File: config.mk
export PLATFORM = sky130hd
export DESIGN_NAME = ldpc_layer_vnu_6
export DESIGN_NICKNAME = d
export VERILOG_FILES = /design/src/rtl/ldpc_layer_vnu_6.sv
export SDC_FILE = /design/constraint.sdc
export NUM_CORES = 1
export LEC_CHECK = 0
export ABC_AREA = 1
export BUFFER_PORTS_ARGS = -buffer_cell sky130_fd_sc_hd__buf_4
export CORE_ASPECT_RATIO = 0.5
export CORE_MARGIN = 2
export CORE_UTILIZATION = 50
export DETAILED_ROUTE_END_ITERATION = 12
export PLACE_DENSITY = 0.69
export SLEW_MARGIN = 20
export SYNTH_ARGS = -nofsm -noshare
export SYNTH_HDL_FRONTEND = slang
export SYNTH_SLANG_ARGS = --single-unit
File: constraint.sdc
create_clock -name sys_clk -period 10.28 [get_ports sys_clk]
set_input_delay 1.542 -clock sys_clk [delete_from_list [all_inputs] [get_ports sys_clk]]
set_output_delay 1.542 -clock sys_clk [all_outputs]
set_load 0.03 [all_outputs]
File: src/rtl/ldpc_layer_vnu_6.sv
// ldpc_layer_vnu_6: variable-node stage of the layered min-sum decoder for
// degree-6 check rows. It forms v2c = APP - c2v_old for the CNU, then after
// the CNU latency folds the fresh c2v back into APP and stores it per row.
// Build option: define C2V_INPUT_REG_EN to add a register stage on c2v_in.
module ldpc_layer_vnu_6 #(
  parameter int CN_DEGREE = 6,
  parameter int QUAN_SIZE = 4,
  parameter int APP_SIZE  = 6,
  parameter int ROW_NUM   = 8,
  parameter int ROW_W     = 3,
  parameter int CNU_LAT   = 3
) (
  input  logic                           sys_clk,
  input  logic                           rstn,
  input  logic                           start,
  input  logic [ROW_W-1:0]               row,
  input  logic [CN_DEGREE*APP_SIZE-1:0]  app_in,
  output logic                           busy,
  output logic [CN_DEGREE*QUAN_SIZE-1:0] v2c_out,
  input  logic [CN_DEGREE*QUAN_SIZE-1:0] c2v_in,
  output logic [CN_DEGREE*APP_SIZE-1:0]  app_out,
  output logic                           done
);

  localparam int D_W   = APP_SIZE + 1;
  localparam int MSG_W = CN_DEGREE * QUAN_SIZE;
  localparam int APW   = CN_DEGREE * APP_SIZE;
  localparam int CNT_W = $clog2(CNU_LAT + 1);
`ifdef C2V_INPUT_REG_EN
  localparam int CNT_LAST = CNU_LAT;
`else
  localparam int CNT_LAST = CNU_LAT - 1;
`endif
  localparam logic signed [D_W-1:0] MSG_MAX = D_W'(2**(QUAN_SIZE-1) - 1);
  localparam logic signed [D_W-1:0] MSG_MIN = -MSG_MAX;
  localparam logic signed [D_W-1:0] APP_MAX = D_W'(2**(APP_SIZE-1) - 1);
  localparam logic signed [D_W-1:0] APP_MIN = -APP_MAX;

  typedef enum logic [1:0] {
    ST_IDLE = 2'd0,
    ST_V2C  = 2'd1,
    ST_WAIT = 2'd2,
    ST_UPD  = 2'd3
  } state_t;

  // Sign-magnitude message to two's complement; negative zero maps to 0.
  function automatic logic signed [D_W-1:0] sm_to_tc(input logic [QUAN_SIZE-1:0] sm);
    logic signed [D_W-1:0] mag;
    mag = $signed({{(D_W-QUAN_SIZE+1){1'b0}}, sm[QUAN_SIZE-2:0]});
    sm_to_tc = sm[QUAN_SIZE-1] ? -mag : mag;
  endfunction

  // Saturate to the message range and encode; zero always comes out positive.
  function automatic logic [QUAN_SIZE-1:0] sat_to_sm(input logic signed [D_W-1:0] d);
    logic [D_W-1:0] mag;
    mag = d[D_W-1] ? -d : d;
    if ((d > MSG_MAX) || (d < MSG_MIN)) begin
      sat_to_sm = {d[D_W-1], {(QUAN_SIZE-1){1'b1}}};
    end else begin
      sat_to_sm = {d[D_W-1], mag[QUAN_SIZE-2:0]};
    end
  endfunction

  // Symmetric APP saturation (the most negative code is never produced).
  function automatic logic [APP_SIZE-1:0] sat_app(input logic signed [D_W-1:0] s);
    if (s > APP_MAX) begin
      sat_app = APP_MAX[APP_SIZE-1:0];
    end else if (s < APP_MIN) begin
      sat_app = APP_MIN[APP_SIZE-1:0];
    end else begin
      sat_app = s[APP_SIZE-1:0];
    end
  endfunction

  state_t                state_r, state_s;
  logic [CNT_W-1:0]      wait_cnt_r;
  logic                  accept_s, capture_s, row_ok_s;
  logic [ROW_W-1:0]      row_r;
  logic [MSG_W-1:0]      c2v_mem_r [ROW_NUM];
  logic [MSG_W-1:0]      c2v_rd_s, v2c_s, c2v_cap_s, c2v_new_r;
  logic signed [D_W-1:0] d_s [CN_DEGREE];
  logic signed [D_W-1:0] d_r [CN_DEGREE];
  logic [APW-1:0]        app_upd_s;

  generate
    if (ROW_NUM >= (1 << ROW_W)) begin : g_row_full
      assign row_ok_s = 1'b1;
    end else begin : g_row_part
      assign row_ok_s = (row < ROW_W'(ROW_NUM));
    end
  endgenerate

`ifdef C2V_INPUT_REG_EN
  logic [MSG_W-1:0] c2v_in_r;
  // Free-running input register on the CNU return path.
  always_ff @(posedge sys_clk) begin
    if (!rstn) c2v_in_r <= {MSG_W{1'b0}};
    else       c2v_in_r <= c2v_in;
  end
  assign c2v_cap_s = c2v_in_r;
`else
  assign c2v_cap_s = c2v_in;
`endif

  // Per-lane difference APP - c2v_old for the row being requested.
  always_comb begin
    v2c_s    = {MSG_W{1'b0}};
    c2v_rd_s = c2v_mem_r[row];
    for (int k = 0; k < CN_DEGREE; k++) begin
      d_s[k] = $signed({app_in[k*APP_SIZE+APP_SIZE-1], app_in[k*APP_SIZE +: APP_SIZE]})
               - sm_to_tc(c2v_rd_s[k*QUAN_SIZE +: QUAN_SIZE]);
      v2c_s[k*QUAN_SIZE +: QUAN_SIZE] = sat_to_sm(d_s[k]);
    end
  end

  // Updated APP from the unsaturated difference plus the returning c2v.
  always_comb begin
    app_upd_s = {APW{1'b0}};
    for (int k = 0; k < CN_DEGREE; k++) begin
      app_upd_s[k*APP_SIZE +: APP_SIZE] =
        sat_app(d_r[k] + sm_to_tc(c2v_cap_s[k*QUAN_SIZE +: QUAN_SIZE]));
    end
  end

  // FSM state register.
  always_ff @(posedge sys_clk) begin
    if (!rstn) state_r <= ST_IDLE;
    else       state_r <= state_s;
  end

  // Next-state logic; wait_cnt spans the CNU latency window starting at V2C.
  always_comb begin
    state_s   = state_r;
    accept_s  = 1'b0;
    capture_s = 1'b0;
    case (state_r)
      ST_IDLE: begin
        if (start && row_ok_s) begin
          state_s  = ST_V2C;
          accept_s = 1'b1;
        end else begin
          state_s = ST_IDLE;
        end
      end
      ST_V2C, ST_WAIT: begin
        if (wait_cnt_r == CNT_W'(CNT_LAST)) begin
          state_s   = ST_UPD;
          capture_s = 1'b1;
        end else begin
          state_s = ST_WAIT;
        end
      end
      ST_UPD:  state_s = ST_IDLE;
      default: state_s = ST_IDLE;
    endcase
  end

  // Latency counter, cleared outside the V2C/WAIT window.
  always_ff @(posedge sys_clk) begin
    if (!rstn)                                         wait_cnt_r <= {CNT_W{1'b0}};
    else if (capture_s)                                wait_cnt_r <= {CNT_W{1'b0}};
    else if ((state_r == ST_V2C) || (state_r == ST_WAIT)) wait_cnt_r <= wait_cnt_r + CNT_W'(1);
    else                                               wait_cnt_r <= {CNT_W{1'b0}};
  end

  // Datapath registers, registered outputs and the per-row c2v store.
  always_ff @(posedge sys_clk) begin
    if (!rstn) begin
      busy      <= 1'b0;
      done      <= 1'b0;
      v2c_out   <= {MSG_W{1'b0}};
      app_out   <= {APW{1'b0}};
      row_r     <= {ROW_W{1'b0}};
      c2v_new_r <= {MSG_W{1'b0}};
      for (int k = 0; k < CN_DEGREE; k++) d_r[k] <= {D_W{1'b0}};
      for (int i = 0; i < ROW_NUM; i++) c2v_mem_r[i] <= {MSG_W{1'b0}};
    end else begin
      busy <= (state_s != ST_IDLE);
      done <= capture_s;
      if (accept_s) begin
        row_r   <= row;
        v2c_out <= v2c_s;
        for (int k = 0; k < CN_DEGREE; k++) d_r[k] <= d_s[k];
      end
      if (capture_s) begin
        c2v_new_r <= c2v_cap_s;
        app_out   <= app_upd_s;
      end
      if (state_r == ST_UPD) c2v_mem_r[row_r] <= c2v_new_r;
    end
  end

endmodule

==> results.txt, run 1 <==
----------------------------------------------------
[Global routing]
  Overall global routing resource usage ... 24.9%
  Wire length of the first global-routing pass ... 73,400 um
  Largest net degree at the start of global routing ... 98
  Initial antenna violation count ... 0
  Aggregate global routing overflow ... 0
  Via count of the first global-routing pass ... 13.2k

[Clocking]
  CTS tree ... built
  Root Buffer ... clkbuf_16
  Maximum level of the CTS H-tree ... 1
  Total clock buffers created by CTS ... 30
  Number of buffers inserted by post-CTS setup repair ... 0
  Total of hold buffers inserted after clock tree synthesis ... 0
  Number of clock sinks ... 327
  Worst-path clk slew ... 60 ps
  Number of cells upsized or downsized after cts ... 0
  Clock insertion delay at the later pin of the skew report ... 580 ps
  Maximum count of clock buffers along a single path ... 3

[Drt]
  Number of search-and-repair iterations in the first detailed-routing pass ... 5
  Total Wirelength ... 47,500 um
  DRC errors left ... 0
  DR vias/cell ... 5.43
  Final routed wire length divided by cell count ... 17.9 um
  Via count ... 14.4k
  Drt first-iter violations ... 1,247
  Antenna-violating nets left ... 0

[Timing]
  RSZ-0062 raised after global routing ... no
  Highest clock frequency the design can meet ... 0.192 GHz
  Fin crit period ... 5210 ps
  Headroom to the max-slew limit ... 29.6%
  Number of slew-limit violations in the final report ... 0
  Worst-margin pin slew ... 1050 ps
  Total negative slack for setup checks ... 0 ps
  Period utilisation layout ... 50.7%
  Worst clock skew ... 26.3 ps
  Final setup violating endpoints ... 0
  Final hold violations ... 0

[Yosys]
  Cell with the most instances after synthesis ... nor2_1
  Cell types with the largest area share after synthesis ... edfxtp_1, dfxtp_1, ha_1
  Post-synth top flop ... edfxtp_1
  Number of flops mapped to enable cells by yosys ... 234
  Sequential cell area fraction in the yosys report ... 49.3%
  Ys async rst share ... 0%
  Synthesized flop and latch total ... 327
  Average footprint of a synthesized cell ... 8.81 um^2
  Yosys warning count ... 0
  Area fraction of the dominant cell type after synthesis ... 39.0%
  Unique cell type count in the Yosys netlist ... 49
  Synthesized netlist cell count ... 2,046
  Most numerous cell types in the synthesized netlist ... nor2_1, nand2_1, edfxtp_1
  Syn Std Cell Area ... 18,000 um^2
  Nets in the synthesized netlist ... 2,245
  Post-synthesis cell type with the largest combined area ... edfxtp_1

[Floorplan]
  Number of I/O pins ... 128
  DIE AREA ... 37,700 um^2
  Rows ... 49
  Die Y-Extent ... 138 um
  Core Area ... 35,700 um^2
  Starting density of the core ... 50.4%
  Die width ... 273 um

[Finish]
  Number of nets in the layout ... 2,349
  Count of placed standard cells in the final layout, fillers left out ... 2,658
  Share of layout cells above drive strength 1 ... 12.4%
  Area growth from synthesis to layout ... 13.5%
  Antenna diode count ... 0
  Fill cell count ... 3,157

[Setup path]
  Kind of launch point of the worst setup path ... input port
  Worst setup path class ... in2reg
  Worst Path Required ... 10,740 ps
  Critical path data arrival time ... 5670 ps
  Kind of end point of the critical path ... flip-flop
  Max Fanout on Critical Path ... 62

[Placement]
  Final weighted congestion in routability-driven placement ... 0.877
  Post-detail-place hpwl ... 31,400 um
  Cell count after placement ... 2,602
  Count of input and output buffers ... 127

[Power and ir drop]
  Maximum resistive drop on vdd ... 0.160 mV
  Leakage ... 8.86 nW
  Cell area power density ... 180 nW/um^2

[Job]
  Max_cap viols ... 0

[Worst hold path]
  Hold Path Class ... reg2reg

[Run status]
  Run status ... completed

----------------------------------------------------
-- through the flow --
| stage | util [%] | power, mW | setup WS [ps] | hold WS, ps | area [um^2] |
|---|---|---|---|---|---|
| floorplan | - | 2.20 | 5670 | 401 | 18000 |
| global placement | 54.1 | 2.42 | 4680 | 410 | 19400 |
| detailed placement | 54.1 | 2.43 | 4520 | 425 | 19400 |
| CTS | 57.2 | 3.68 | 5120 | 435 | 20500 |
| global route | 57.2 | 3.86 | 4670 | 465 | 20500 |
| finish | 57.2 | 3.68 | 5070 | 433 | 20500 |
-- report_power, final --
part,total (mW),switching (mW),internal [mW]
clock network,1.25,0.512,0.740
logic,0.899,0.578,0.321
registers,1.53,0.0362,1.49
-- cell usage in the layout, fill, tap and decap left out, types with 24 or more instances in the layout --
cell	count
nor2_1	354
nand2_1	345
edfxtp_1	234
inv_1	176
buf_4	148
o21ai_0	145
ha_1	121
nand3_1	103
a21oi_1	94
dfxtp_1	93
o22ai_1	35
clkbuf_16	31
clkinv_1	29
xnor2_1	26
o21ai_1	25
xor2_1	24
-- flip-flops by register name (all words and copies together) (netlist names), 2 cells and up --
name        flops
v2c_out        24
state_r         2
wait_cnt_r      2
row_r           3
d_r            42
app_out        36
c2v_new_r      24
c2v_mem_r     192
-- layout make-up --
| type | count | area (um^2) | area share (%) |
|---|---|---|---|
| well taps | 484 | 606 | 2.96 |
| repair buffers | 148 | 1110 | 5.43 |
| clock inverters | 22 | 298 | 1.46 |
| clock buffers | 34 | 807 | 3.94 |
| flip-flops and latches | 327 | 8890 | 43.4 |
| inverters | 212 | 801 | 3.91 |
| multi-input cells | 1431 | 7950 | 38.8 |
-- worst max-delay path: stages --
cell	delay (ps)
buf_4	330
buf_4	600
o21ai_0	190
o22ai_1	190
inv_1	50
o21ai_1	430
inv_1	100
ha_1	300
nand2_1	60
a21boi_1	230
inv_1	90
fa_1	420
nand3b_1	180
nand2_1	100
nand3_1	100
nand2_1	70
nand2_1	60
nand3_1	110
nand2_2	100
nand2_2	80
inv_2	40
nand2_1	60
nand2_1	50
nor2_1	80
nand2_1	50
-- cells by family after synthesis --
group	after synthesis	synth area share, %
AO/OA/AOI/OAI	334	10.1
XOR/XNOR	50	2.43
adder cells (fa/ha/maj)	133	9.73
buffers and inverters	288	6.65
flip-flops	327	49.3
multiplexers	3	0.257
AND/OR/NAND/NOR	911	21.6
-- per-layer routing --
layer  vias to the layer above  track usage, %  routed length [um]
met5                         -               0                   0
met4                         0            4.97                 798
met3                        62            5.25                4110
met2                       535            37.2               20500
met1                      6780            37.4               22100
li1                       7058               -                   -
-- final timing paths --
check | from | endpoint | slack, ps | cells after the start
max | row[0] | v2c_out[17]$_SDFFE_PN0P_ | 5070 | 25
min | wait_cnt_r[0]$_SDFF_PP0_ | wait_cnt_r[0]$_SDFF_PP0_ | 430 | 1
max reg2reg | c2v_mem_r[6][16]$_SDFFCE_PN0P_ | v2c_out[17]$_SDFFE_PN0P_ | 6800 | 23
min reg2reg | wait_cnt_r[0]$_SDFF_PP0_ | wait_cnt_r[0]$_SDFF_PP0_ | 430 | 1
No activity file was read; power rests on OpenSTA's default activity.
==> run 2: changes to the inputs <==
--- a/config.mk
+++ b/config.mk
@@ -11,7 +11,7 @@
 export CORE_MARGIN = 2
 export CORE_UTILIZATION = 50
 export DETAILED_ROUTE_END_ITERATION = 12
-export PLACE_DENSITY = 0.69
+export PLACE_DENSITY = 0.72
 export SLEW_MARGIN = 20
 export SYNTH_ARGS = -nofsm -noshare
 export SYNTH_HDL_FRONTEND = slang
==> constraint.sdc (replaced) <==
create_clock -name sys_clk -period 4.75 [get_ports sys_clk]
set_input_delay 0.7125 -clock sys_clk [delete_from_list [all_inputs] [get_ports sys_clk]]
set_output_delay 0.7125 -clock sys_clk [all_outputs]
set_load 0.03 [all_outputs]
==> results.txt, run 2 (synthesized netlist as in run 1, its figures left out) <==
----------------------------------------------------
[Run status]
  Run status ... completed

[Power and ir drop]
  Combinational fraction of design power ... 24.9% (+0.5 points)
  Reg power frac ... 41.9% (+0.4 points)
  Switching Fraction ... 31.3% (+0.69 points)
  Psw ... 2.47 mW (+120%)
  Maximum resistive drop on vdd ... 0.327 mV (+100%)
  Cell area power density ... 383 nW/um^2 (+110%)
  Leakage ... 8.95 nW (+0.95%)
  Internal power consumption ... 5.42 mW (+110%)
  Clock Power Share ... 33.2% (-0.9 points)

[Timing]
  Worst clock skew ... 26.2 ps (-0.0244 ps)
  Period utilisation layout ... 82.1%
  Highest clock frequency the design can meet ... 0.257 GHz
  RSZ-0062 raised after global routing ... no
  Worst-margin pin slew ... 1020 ps (-36.5 ps)
  Final hold violations ... 0 (unchanged)
  Final setup violating endpoints ... 0 (unchanged)
  Total negative slack for setup checks ... 0 ps (unchanged)
  Fin crit period ... 3900 ps
  Headroom to the max-slew limit ... 31.7% (+2.1 points)
  Number of slew-limit violations in the final report ... 0 (unchanged)
  Final critical-path setup slack ... 852 ps (-4220 ps)

[Finish]
  Max reg flops ... 192 (unchanged)
  Share of layout cells above drive strength 1 ... 13.0% (+0.67 points)
  Antenna diode count ... 0 (unchanged)
  Top reg by flops ... c2v_mem_r
  Area growth from synthesis to layout ... 14.2%
  Most common cell after layout, fill and taps aside ... nor2_1
  Most used cells in the layout excluding fill and tap cells ... nor2_1, nand2_1, edfxtp_1
  Number of nets in the layout ... 2,367 (+0.77%)
  Regs by FF count ... c2v_mem_r x192, d_r x42, app_out x36
  Fill cell count ... 3,043 (-3.6%)

[Setup path]
  Worst setup path class ... in2reg
  Standard cell with the maximum stage delay on the critical path ... fa_1
  Length in cells of the worst reg-to-reg path ... 19 (-17%)
  Startpoint of the worst-slack reg-to-reg timing path ... c2v_mem_r[6][17]$_SDFFCE_PN0P_
  Slowest Stage Delay on Critical Path ... 670 ps (+70 ps)
  Critical path, cell by cell ... buf_4 > inv_6 > o21ai_0 > o22ai_1 > inv_1 > o21ai_1 > inv_1 > ha_1 > nand2_1 > a21boi_1 > inv_1 > fa_1 > inv_1 > ha_1 > nor3_1 > nand2_1 > nand2_1 > nor2_1 > nand4_1 > nand3_1 > nand3b_1
  End of the critical path ... v2c_out[16]$_SDFFE_PN0P_
  Max Fanout on Critical Path ... 47 (-24%)
  Register-to-register setup slack ... 1300 ps (-5500 ps)
  Critical path data arrival time ... 4420 ps (-1250 ps)
  Worst Path Required ... 5270 ps (-5470 ps)
  Critical Path Start ... row[0]
  Reg-to-reg critical path endpoint ... v2c_out[16]$_SDFFE_PN0P_
  Most Frequent Cell on Critical Path ... inv_1
  Kind of end point of the critical path ... flip-flop
  Kind of launch point of the worst setup path ... input port

[Floorplan]
  Rows ... 49 (unchanged)
  Die Y-Extent ... 138 um (unchanged)
  Die width ... 273 um (unchanged)
  Number of I/O pins ... 128 (unchanged)
  DIE AREA ... 37,700 um^2 (unchanged)
  Core Area ... 35,700 um^2 (unchanged)
  Starting density of the core ... 50.4% (unchanged)

[Drt]
  DRC errors left ... 0 (unchanged)
  Via count ... 14.8k (+2.2%)
  Drt first-iter violations ... 1,556 (+25%)
  Number of search-and-repair iterations in the first detailed-routing pass ... 6 (+1)
  Final routed wire length divided by cell count ... 18.1 um (+1.3%)
  Total Wirelength ... 48,500 um (+2.0%)
  DR vias/cell ... 5.51 (+1.5%)
  Antenna-violating nets left ... 0 (unchanged)

[Clocking]
  Number of cells upsized or downsized after cts ... 0 (unchanged)
  Maximum count of clock buffers along a single path ... 3 (unchanged)
  Clock insertion delay at the later pin of the skew report ... 600 ps (+20 ps)
  Number of clock sinks ... 327 (unchanged)
  Maximum level of the CTS H-tree ... 1 (unchanged)
  Worst-path clk slew ... 70 ps (about the same)
  CTS tree ... built
  Number of buffers inserted by post-CTS setup repair ... 0 (unchanged)
  Total of hold buffers inserted after clock tree synthesis ... 0 (unchanged)
  Total clock buffers created by CTS ... 30 (unchanged)
  Root Buffer ... clkbuf_16

[Global routing]
  Overall global routing resource usage ... 25.8% (+0.85 points)
  Via count of the first global-routing pass ... 13.9k (+4.7%)
  Largest net degree at the start of global routing ... 58 (-41%)
  Initial antenna violation count ... 0 (unchanged)
  Aggregate global routing overflow ... 0 (unchanged)
  Wire length of the first global-routing pass ... 76,500 um (+4.2%)

[Placement]
  Post-detail-place hpwl ... 32,600 um (+3.8%)
  Count of input and output buffers ... 127 (unchanged)
  Final weighted congestion in routability-driven placement ... 0.900 (+2.7%)
  Placement-stage worst setup slack ... 316 ps (-4210 ps)

[Job]
  Max_cap viols ... 0 (unchanged)

[Worst hold path]
  Hold Path Class ... in2reg

----------------------------------------------------
## run 2: worst min path at each step
stage | from | endpoint | cells past startpoint
2_1_floorplan | wait_cnt_r[0]$_SDFF_PP0_ | wait_cnt_r[0]$_SDFF_PP0_ | 1
3_3_place_gp | wait_cnt_r[0]$_SDFF_PP0_ | wait_cnt_r[0]$_SDFF_PP0_ | 1
3_5_place_dp | wait_cnt_r[0]$_SDFF_PP0_ | wait_cnt_r[0]$_SDFF_PP0_ | 1
4_1_cts | start | state_r[0]$_SDFF_PN0_ | 3
5_1_grt | c2v_in[1] | c2v_new_r[1]$_SDFFE_PN0P_ | 3
6_report | start | state_r[0]$_SDFF_PN0_ | 3
## run 2: per-stage QoR
step | total power, mW | utilization [%] | cell area [um^2] | hold slack (ps) | cells
5_1_grt | 8.26 | 57.6 | 20600 | 436 | 2676
2_1_floorplan | 4.76 | - | 18000 | 401 | 2046
4_1_cts | 7.88 | 57.6 | 20600 | 386 | 2676
6_report | 7.89 | 57.6 | 20600 | 409 | 2676
3_5_place_dp | 5.29 | 54.6 | 19500 | 413 | 2620
3_3_place_gp | 5.26 | 54.6 | 19500 | 409 | 2620
## run 2: worst max-delay path: cells and delay by family
kind	cells	cell delay, ps
adders and majority gates	3	1110
buffers and inverters	6	950
AOI/OAI and AO/OA	4	890
and+or+nand+nor	8	690
## run 2: power groups by stage
stage / sequential, mW / combinational (mW) / clock [mW]
after CTS: 3.31 / 1.94 / 2.63
final: 3.31 / 1.96 / 2.62
after global placement: 3.36 / 1.89 / 0
after floorplan: 3.45 / 1.32 / 0
after global routing: 3.32 / 2.20 / 2.74
after detailed placement: 3.37 / 1.92 / 0
## run 2: area by class of cell
cell class                      instances  area (um^2)  area share [%]
Sequential cell                       327         8890            43.2
Clock buffer                           40          925            4.49
Inverter                              212          801            3.89
Timing Repair Buffer                  166         1260            6.12
Multi-Input combinational cell       1431         7950            38.6
Clock inverter                         16          156           0.760
Tap cell                              484          606            2.94
## run 2: layer usage
metal  up-vias  track usage (%)  wire [um]
li1       7103                -          -
met1      6998             38.3      22100
met2       576             40.2      21600
met3        75             3.75       3990
met4         0             5.09        874
met5         -                0          0
